## src/rtl/cim_pkg.sv

```systemverilog
// Shared defaults and FSM encoding for the CIM macro host controller.
package cim_pkg;

  localparam int ROWS    = 8;
  localparam int DW      = 24;
  localparam int XW      = 192;
  localparam int NW      = 51;
  localparam int TIMEOUT = 1024;

  typedef enum logic [2:0] {
    IDLE,
    WR,
    GAP,
    LAUNCH,
    WAIT,
    HOLD
  } state_e;

endpackage

```

## src/rtl/cim_res_buf.sv

```systemverilog
// Single-entry valid/ready result register: loads on capture, drops valid on ready.
module cim_res_buf #(
  parameter int W = cim_pkg::NW
) (
  input  logic         clk,
  input  logic         rst,
  input  logic         load_i,
  input  logic [W-1:0] data_i,
  input  logic         ready_i,
  output logic         valid_o,
  output logic [W-1:0] data_o
);

  logic         valid_q, valid_d;
  logic [W-1:0] data_q, data_d;

  always_comb begin
    valid_d = valid_q;
    data_d  = data_q;
    if (load_i) begin
      valid_d = 1'b1;
      data_d  = data_i;
    end else if (valid_q && ready_i) begin
      valid_d = 1'b0;
    end
  end

  always_ff @(posedge clk or posedge rst) begin
    if (rst) begin
      valid_q <= 1'b0;
      data_q  <= '0;
    end else begin
      valid_q <= valid_d;
      data_q  <= data_d;
    end
  end

  assign valid_o = valid_q;
  assign data_o  = data_q;

endmodule

```

## src/rtl/cim_host_ctrl.sv

```systemverilog
// Host-side sequencer for a CIM macro: streams weight rows into the array,
// launches compute jobs, waits for the done strobe and returns the result.
module cim_host_ctrl #(
  parameter int ROWS    = cim_pkg::ROWS,
  parameter int DW      = cim_pkg::DW,
  parameter int XW      = cim_pkg::XW,
  parameter int NW      = cim_pkg::NW,
  parameter int TIMEOUT = cim_pkg::TIMEOUT
) (
  input  logic            clk,
  input  logic            rst,
  input  logic            w_valid,
  output logic            w_ready,
  input  logic [DW-1:0]   w_data,
  input  logic            x_valid,
  output logic            x_ready,
  input  logic [XW-1:0]   x_data,
  input  logic            cfg_cima,
  input  logic            cfg_inwidth,
  input  logic            cfg_wwidth,
  output logic            r_valid,
  input  logic            r_ready,
  output logic [NW-1:0]   r_data,
  output logic [ROWS-1:0] WA,
  output logic [DW-1:0]   D,
  output logic            start,
  output logic [XW-1:0]   xin0,
  output logic            cima,
  output logic            inwidth,
  output logic            wwidth,
  input  logic [NW-1:0]   nout,
  input  logic            st,
  output logic            loaded,
  output logic            busy,
  output logic            err
);

  import cim_pkg::*;

  localparam int RW = (ROWS > 1) ? $clog2(ROWS) : 1;
  localparam int TW = $clog2(TIMEOUT) + 1;

  state_e          state_q, state_d;
  logic [RW-1:0]   row_q, row_d;
  logic [DW-1:0]   d_q, d_d;
  logic [XW-1:0]   xin0_q, xin0_d;
  logic [2:0]      cfg_q, cfg_d;
  logic            loaded_q, loaded_d;
  logic            err_q, err_d;
  logic [TW-1:0]   tmo_q, tmo_d;
  logic            lcnt_q, lcnt_d;
  logic            st_prev_q;
  logic            res_load;

  always_comb begin
    // NOTE: every combinational output gets a default first so no path leaves
    // it unassigned; that is what keeps this block free of inferred latches.
    state_d  = state_q;
    row_d    = row_q;
    d_d      = d_q;
    xin0_d   = xin0_q;
    cfg_d    = cfg_q;
    loaded_d = loaded_q;
    err_d    = err_q;
    tmo_d    = tmo_q;
    lcnt_d   = lcnt_q;
    res_load = 1'b0;
    w_ready  = 1'b0;
    x_ready  = 1'b0;

    unique case (state_q)
      IDLE: begin
        w_ready = 1'b1;
        x_ready = loaded_q & ~r_valid & ~w_valid;
        if (w_valid) begin
          state_d = WR;
          d_d     = w_data;
          if (row_q == '0) loaded_d = 1'b0;
        end else if (x_valid && x_ready) begin
          state_d = LAUNCH;
          xin0_d  = x_data;
          cfg_d   = {cfg_cima, cfg_inwidth, cfg_wwidth};
          lcnt_d  = 1'b0;
        end
      end
      WR: state_d = GAP;
      GAP: begin
        state_d = IDLE;
        if (row_q == RW'(ROWS - 1)) begin
          row_d    = '0;
          loaded_d = 1'b1;
        end else begin
          row_d = row_q + 1'b1;
        end
      end
      LAUNCH: begin
        if (lcnt_q) begin
          state_d = WAIT;
          tmo_d   = '0;
        end else begin
          lcnt_d = 1'b1;
        end
      end
      WAIT: begin
        // Only a fresh 0->1 on st counts; a level already high at entry is stale.
        if (st && !st_prev_q) begin
          res_load = 1'b1;
          state_d  = HOLD;
        end else if (tmo_q == TW'(TIMEOUT - 1)) begin
          err_d   = 1'b1;
          state_d = IDLE;
        end else begin
          tmo_d = tmo_q + 1'b1;
        end
      end
      HOLD: begin
        if (r_ready) state_d = IDLE;
      end
      default: state_d = IDLE;
    endcase
  end

  always_ff @(posedge clk or posedge rst) begin
    if (rst) begin
      state_q   <= IDLE;
      row_q     <= '0;
      d_q       <= '0;
      xin0_q    <= '0;
      cfg_q     <= '0;
      loaded_q  <= 1'b0;
      err_q     <= 1'b0;
      tmo_q     <= '0;
      lcnt_q    <= 1'b0;
      st_prev_q <= 1'b0;
    end else begin
      // NOTE: non-blocking assignments so every register samples pre-edge values.
      state_q   <= state_d;
      row_q     <= row_d;
      d_q       <= d_d;
      xin0_q    <= xin0_d;
      cfg_q     <= cfg_d;
      loaded_q  <= loaded_d;
      err_q     <= err_d;
      tmo_q     <= tmo_d;
      lcnt_q    <= lcnt_d;
      st_prev_q <= st;
    end
  end

  cim_res_buf #(
    .W(NW)
  ) u_res_buf (
    .clk    (clk),
    .rst    (rst),
    .load_i (res_load),
    .data_i (nout),
    .ready_i(r_ready),
    .valid_o(r_valid),
    .data_o (r_data)
  );

  // WA decodes straight from state so reset clears it without waiting for a clock.
  assign WA      = (state_q == WR) ? (ROWS'(1) << row_q) : '0;
  assign D       = d_q;
  assign start   = (state_q == LAUNCH);
  assign xin0    = xin0_q;
  assign cima    = cfg_q[2];
  assign inwidth = cfg_q[1];
  assign wwidth  = cfg_q[0];
  assign loaded  = loaded_q;
  assign busy    = (state_q != IDLE);
  assign err     = err_q;

endmodule
```

## config.mk

```make
export PLATFORM = sky130hd
export DESIGN_NAME = cim_host_ctrl
export DESIGN_NICKNAME = d
export VERILOG_FILES = /design/src/rtl/cim_pkg.sv /design/src/rtl/cim_res_buf.sv /design/src/rtl/cim_host_ctrl.sv
export SDC_FILE = /design/constraint.sdc
export NUM_CORES = 1
export LEC_CHECK = 0
export CAP_MARGIN = 20
export CELL_PAD_IN_SITES_DETAIL_PLACEMENT = 0
export CELL_PAD_IN_SITES_GLOBAL_PLACEMENT = 2
export CORE_MARGIN = 10
export CORE_UTILIZATION = 24
export DETAILED_ROUTE_END_ITERATION = 10
export PLACE_DENSITY = 0.85
export SLEW_MARGIN = 15
export SYNTH_ARGS = -nofsm -noshare
export SYNTH_HDL_FRONTEND = slang
export SYNTH_HIERARCHICAL = 1
export SYNTH_SLANG_ARGS = --single-unit
export TNS_END_PERCENT = 20
```

## constraint.sdc

```tcl
create_clock -name clk -period 7 [get_ports clk]
set_input_delay 1.05 -clock clk [delete_from_list [all_inputs] [get_ports clk]]
set_output_delay 1.05 -clock clk [all_outputs]
set_load 0.1 [all_outputs]
```

==> results.json <==
{
  "cts_setup_buffers": 0,
  "drc": 0,
  "grt_pass1_vias": 8809,
  "finalClockSkew_ps": 8.82,
  "status": "finished clean",
  "syn2layout_area_growth_pct": 61.2,
  "drive_gt1_frac": 0.183,
  "min_period_ps": 4140,
  "ys_warn_count": 6,
  "slew_headroom": 0.267,
  "syn-cell-area_mm2": 0.0117,
  "yosysSeqAreaShare": 0.624,
  "fin_area_mm2": 0.0189,
  "h-tree-depth": 2,
  "crit_arrival_ps": 3090,
  "nFillCells": 4576,
  "fp-row-count": 80,
  "root_buffer": "clkbuf_16",
  "dp_slack_ps": 2860,
  "antenna_cells": 0,
  "hp-class": "reg -> reg",
  "worstHoldStart": "xin0[71]$_DFFE_PP0P_",
  "gp_congestion": 0.822,
  "io-pin-count": 561,
  "setup_viol": 0,
  "fin_crit_sh": 0.591,
  "drv_cap": 0,
  "synth.avg_cell_area_um2": 16.3,
  "postCtsHoldBufs": 0,
  "wl_um": 40000,
  "placed_area_mm2": 0.0178,
  "core_mm2": 0.0480,
  "grt_max_degree": 136,
  "cts_resized": 0,
  "clk_pin_slew_ps": 60,
  "clock_path_buffers": 3,
  "grt-ovfl-total": 0,
  "critPathMaxStageDelay_ps": 1180,
  "die_height_um": 241,
  "wire_per_inst_um": 20.8,
  "tightest_slew_ps": 1100,
  "start_util": 0.244,
  "syn-instance-count": 721,
  "synth_edf_count": 0,
  "groute.usage.overall": 0.130,
  "die_w_um": 241,
  "wl_met2_um": 20300,
  "grt_pass1_wl_um": 57500,
  "ys_types": 51,
  "dr.pass1.iters": 4,
  "clock_latency_ps": 520,
  "cp-startpoint": "w_valid",
  "io_buffer_count": 560,
  "cp-end-kind": "primary output",
  "tns_ps": 0,
  "cpMaxStageDelayCell": "clkdlybuf4s50_1",
  "met1_length_um": 14400,
  "ys_seq_elements": 292,
  "slew_viol_final": 0,
  "worstSetupStartpointType": "primary input",
  "multi_input_area_mm2": 0.00398,
  "post-dp-hpwl_um": 30900,
  "worstReg2RegStart": "state_q[0]$_DFFE_PP0P_",
  "via_per_inst": 4.21,
  "drt-initial-drc-count": 247,
  "path_class": "in -> out",
  "cts_tree": "yes",
  "clock.fmax_mhz": 242,
  "finalHoldViolations": 0,
  "maxUsedRoutingLayer": "met5",
  "antenna_found_initial": 1,
  "synth_async_sr_flop_share": 1.00,
  "nets": 1576,
  "grt_setup_unrepaired": "no",
  "synth_nets": 1004,
  "cts_inserted_buffers": 36,
  "yosys_most_used_dff": "dfrtp_1",
  "cp_cell_sequence": "clkdlybuf4s50_1 -> inv_1 -> nand2_2 -> nor3b_1 -> clkdlybuf4s50_1",
  "seq_area_mm2": 0.00731,
  "final_antenna_net_count": 0,
  "cts.sinks": 292,
  "wl_met3_um": 4410,
  "crit_fanout": 3,
  "path_common_cell": "clkdlybuf4s50_1",
  "vias": 8114,
  "die_area_mm2": 0.0581,
  "fin_util": 0.393,
  "crit_required_ps": 5950,
  "fin_ws_ps": 2860
}
==> state kept, by name, summed over array words and instances (netlist names), 3 cells and up <==
name	flops
state_q	3
xin0	192
row_q	3
D	24
cfg_q	3
tmo_q	11
u_res_buf/data_o	51
==> cell usage after synthesis, types with 2 or more instances <==
library cell	count	area, um2
mux2_1	101	1140
mux2_4	50	751
nor3b_1	4	30.0
buf_6	8	90.1
nand2_1	10	37.5
or3_1	2	12.5
mux2_2	120	1350
dfrtp_1	292	7310
nand4_1	2	12.5
nand2b_1	4	25.0
nor2_1	14	52.6
clkbuf_1	4	15.0
ha_1	7	87.6
or2_2	2	12.5
buf_8	10	150
a31oi_1	9	56.3
a21oi_1	4	20.0
buf_12	5	100
and3_1	2	12.5
o21ai_0	9	45.0
a21o_1	2	15.0
inv_1	9	33.8
nand3_1	4	20.0
and2_1	4	25.0
nor4_1	2	12.5
buf_2	9	45.0
nand3b_1	6	45.0
o21a_1	2	15.0
nor3_1	2	10.0
==> area by class of cell <==
| cell class | instances | area share |
|---|---|---|
| multi-input combinational | 383 | 0.211 |
| clock inverter | 8 | 0.00398 |
| timing repair buffer | 570 | 0.302 |
| clock buffer | 50 | 0.0532 |
| sequential | 292 | 0.387 |
| inverter | 10 | 0.00219 |
| tap | 615 | 0.0408 |
==> cell usage in the layout (no fill, tap or decap), drive strengths merged, types with 2 or more instances in the layout <==
master	netlist	layout
dfrtp	292	292
buf	32	10
nand4	2	2
nor4	2	2
clkinv	0	6
nor3	2	2
nand2b	4	4
o21a	2	2
a31oi	9	9
clkdlybuf4s50	0	560
ha	7	7
or2	2	2
inv	10	9
nor3b	5	5
nor2	16	16
a21oi	4	4
a21o	2	2
nand2	11	11
mux2	271	271
and2	4	4
nand3b	6	6
clkinvlp	0	2
nand3	5	5
or3	2	2
clkbuf	4	50
o21ai	9	9
and3	2	2
==> critical path: cells and delay by family <==
| kind | cells | cell delay (ps) |
|---|---|---|
| and+or+nand+nor | 2 | 300 |
| buffers and inverters | 3 | 1730 |
==> worst paths after layout <==
check	end	slack [ps]	depth (start not counted)
max reg2reg	xin0[89]$_DFFE_PP0P_	3940	6
min reg2reg	xin0[71]$_DFFE_PP0P_	480	1
max	x_ready	2860	5
min in group asynchronous	u_res_buf/data_o[23]$_DFFE_PP0P_	840	2
max in group asynchronous	xin0[104]$_DFFE_PP0P_	4400	4
min	xin0[71]$_DFFE_PP0P_	480	1
==> per-stage QoR <==
stage / hold WS (ps) / cells
6_report: 482 / 1928
3_5_place_dp: 470 / 1870
5_1_grt: 498 / 1928
3_3_place_gp: 459 / 1870
2_1_floorplan: 472 / 721
4_1_cts: 487 / 1928
==> layer usage <==
layer / global-route usage / vias up
met1: 0.134 / 3999
met3: 0.0593 / 52
met5: 0 / -
li1: - / 3707
met2: 0.232 / 354
met4: 0.0375 / 2
==> kinds of logic after synthesis <==
logic type               synth area share
AO/OA/AOI/OAI                      0.0217
multiplexers                        0.276
buffers and inverters              0.0374
AND/OR/NAND/NOR                    0.0334
adder cells (fa/ha/maj)           0.00747
flip-flops                          0.624
Power is not shown: default switching activity piles up to over one toggle a cycle in this logic, so the estimate is an artifact.
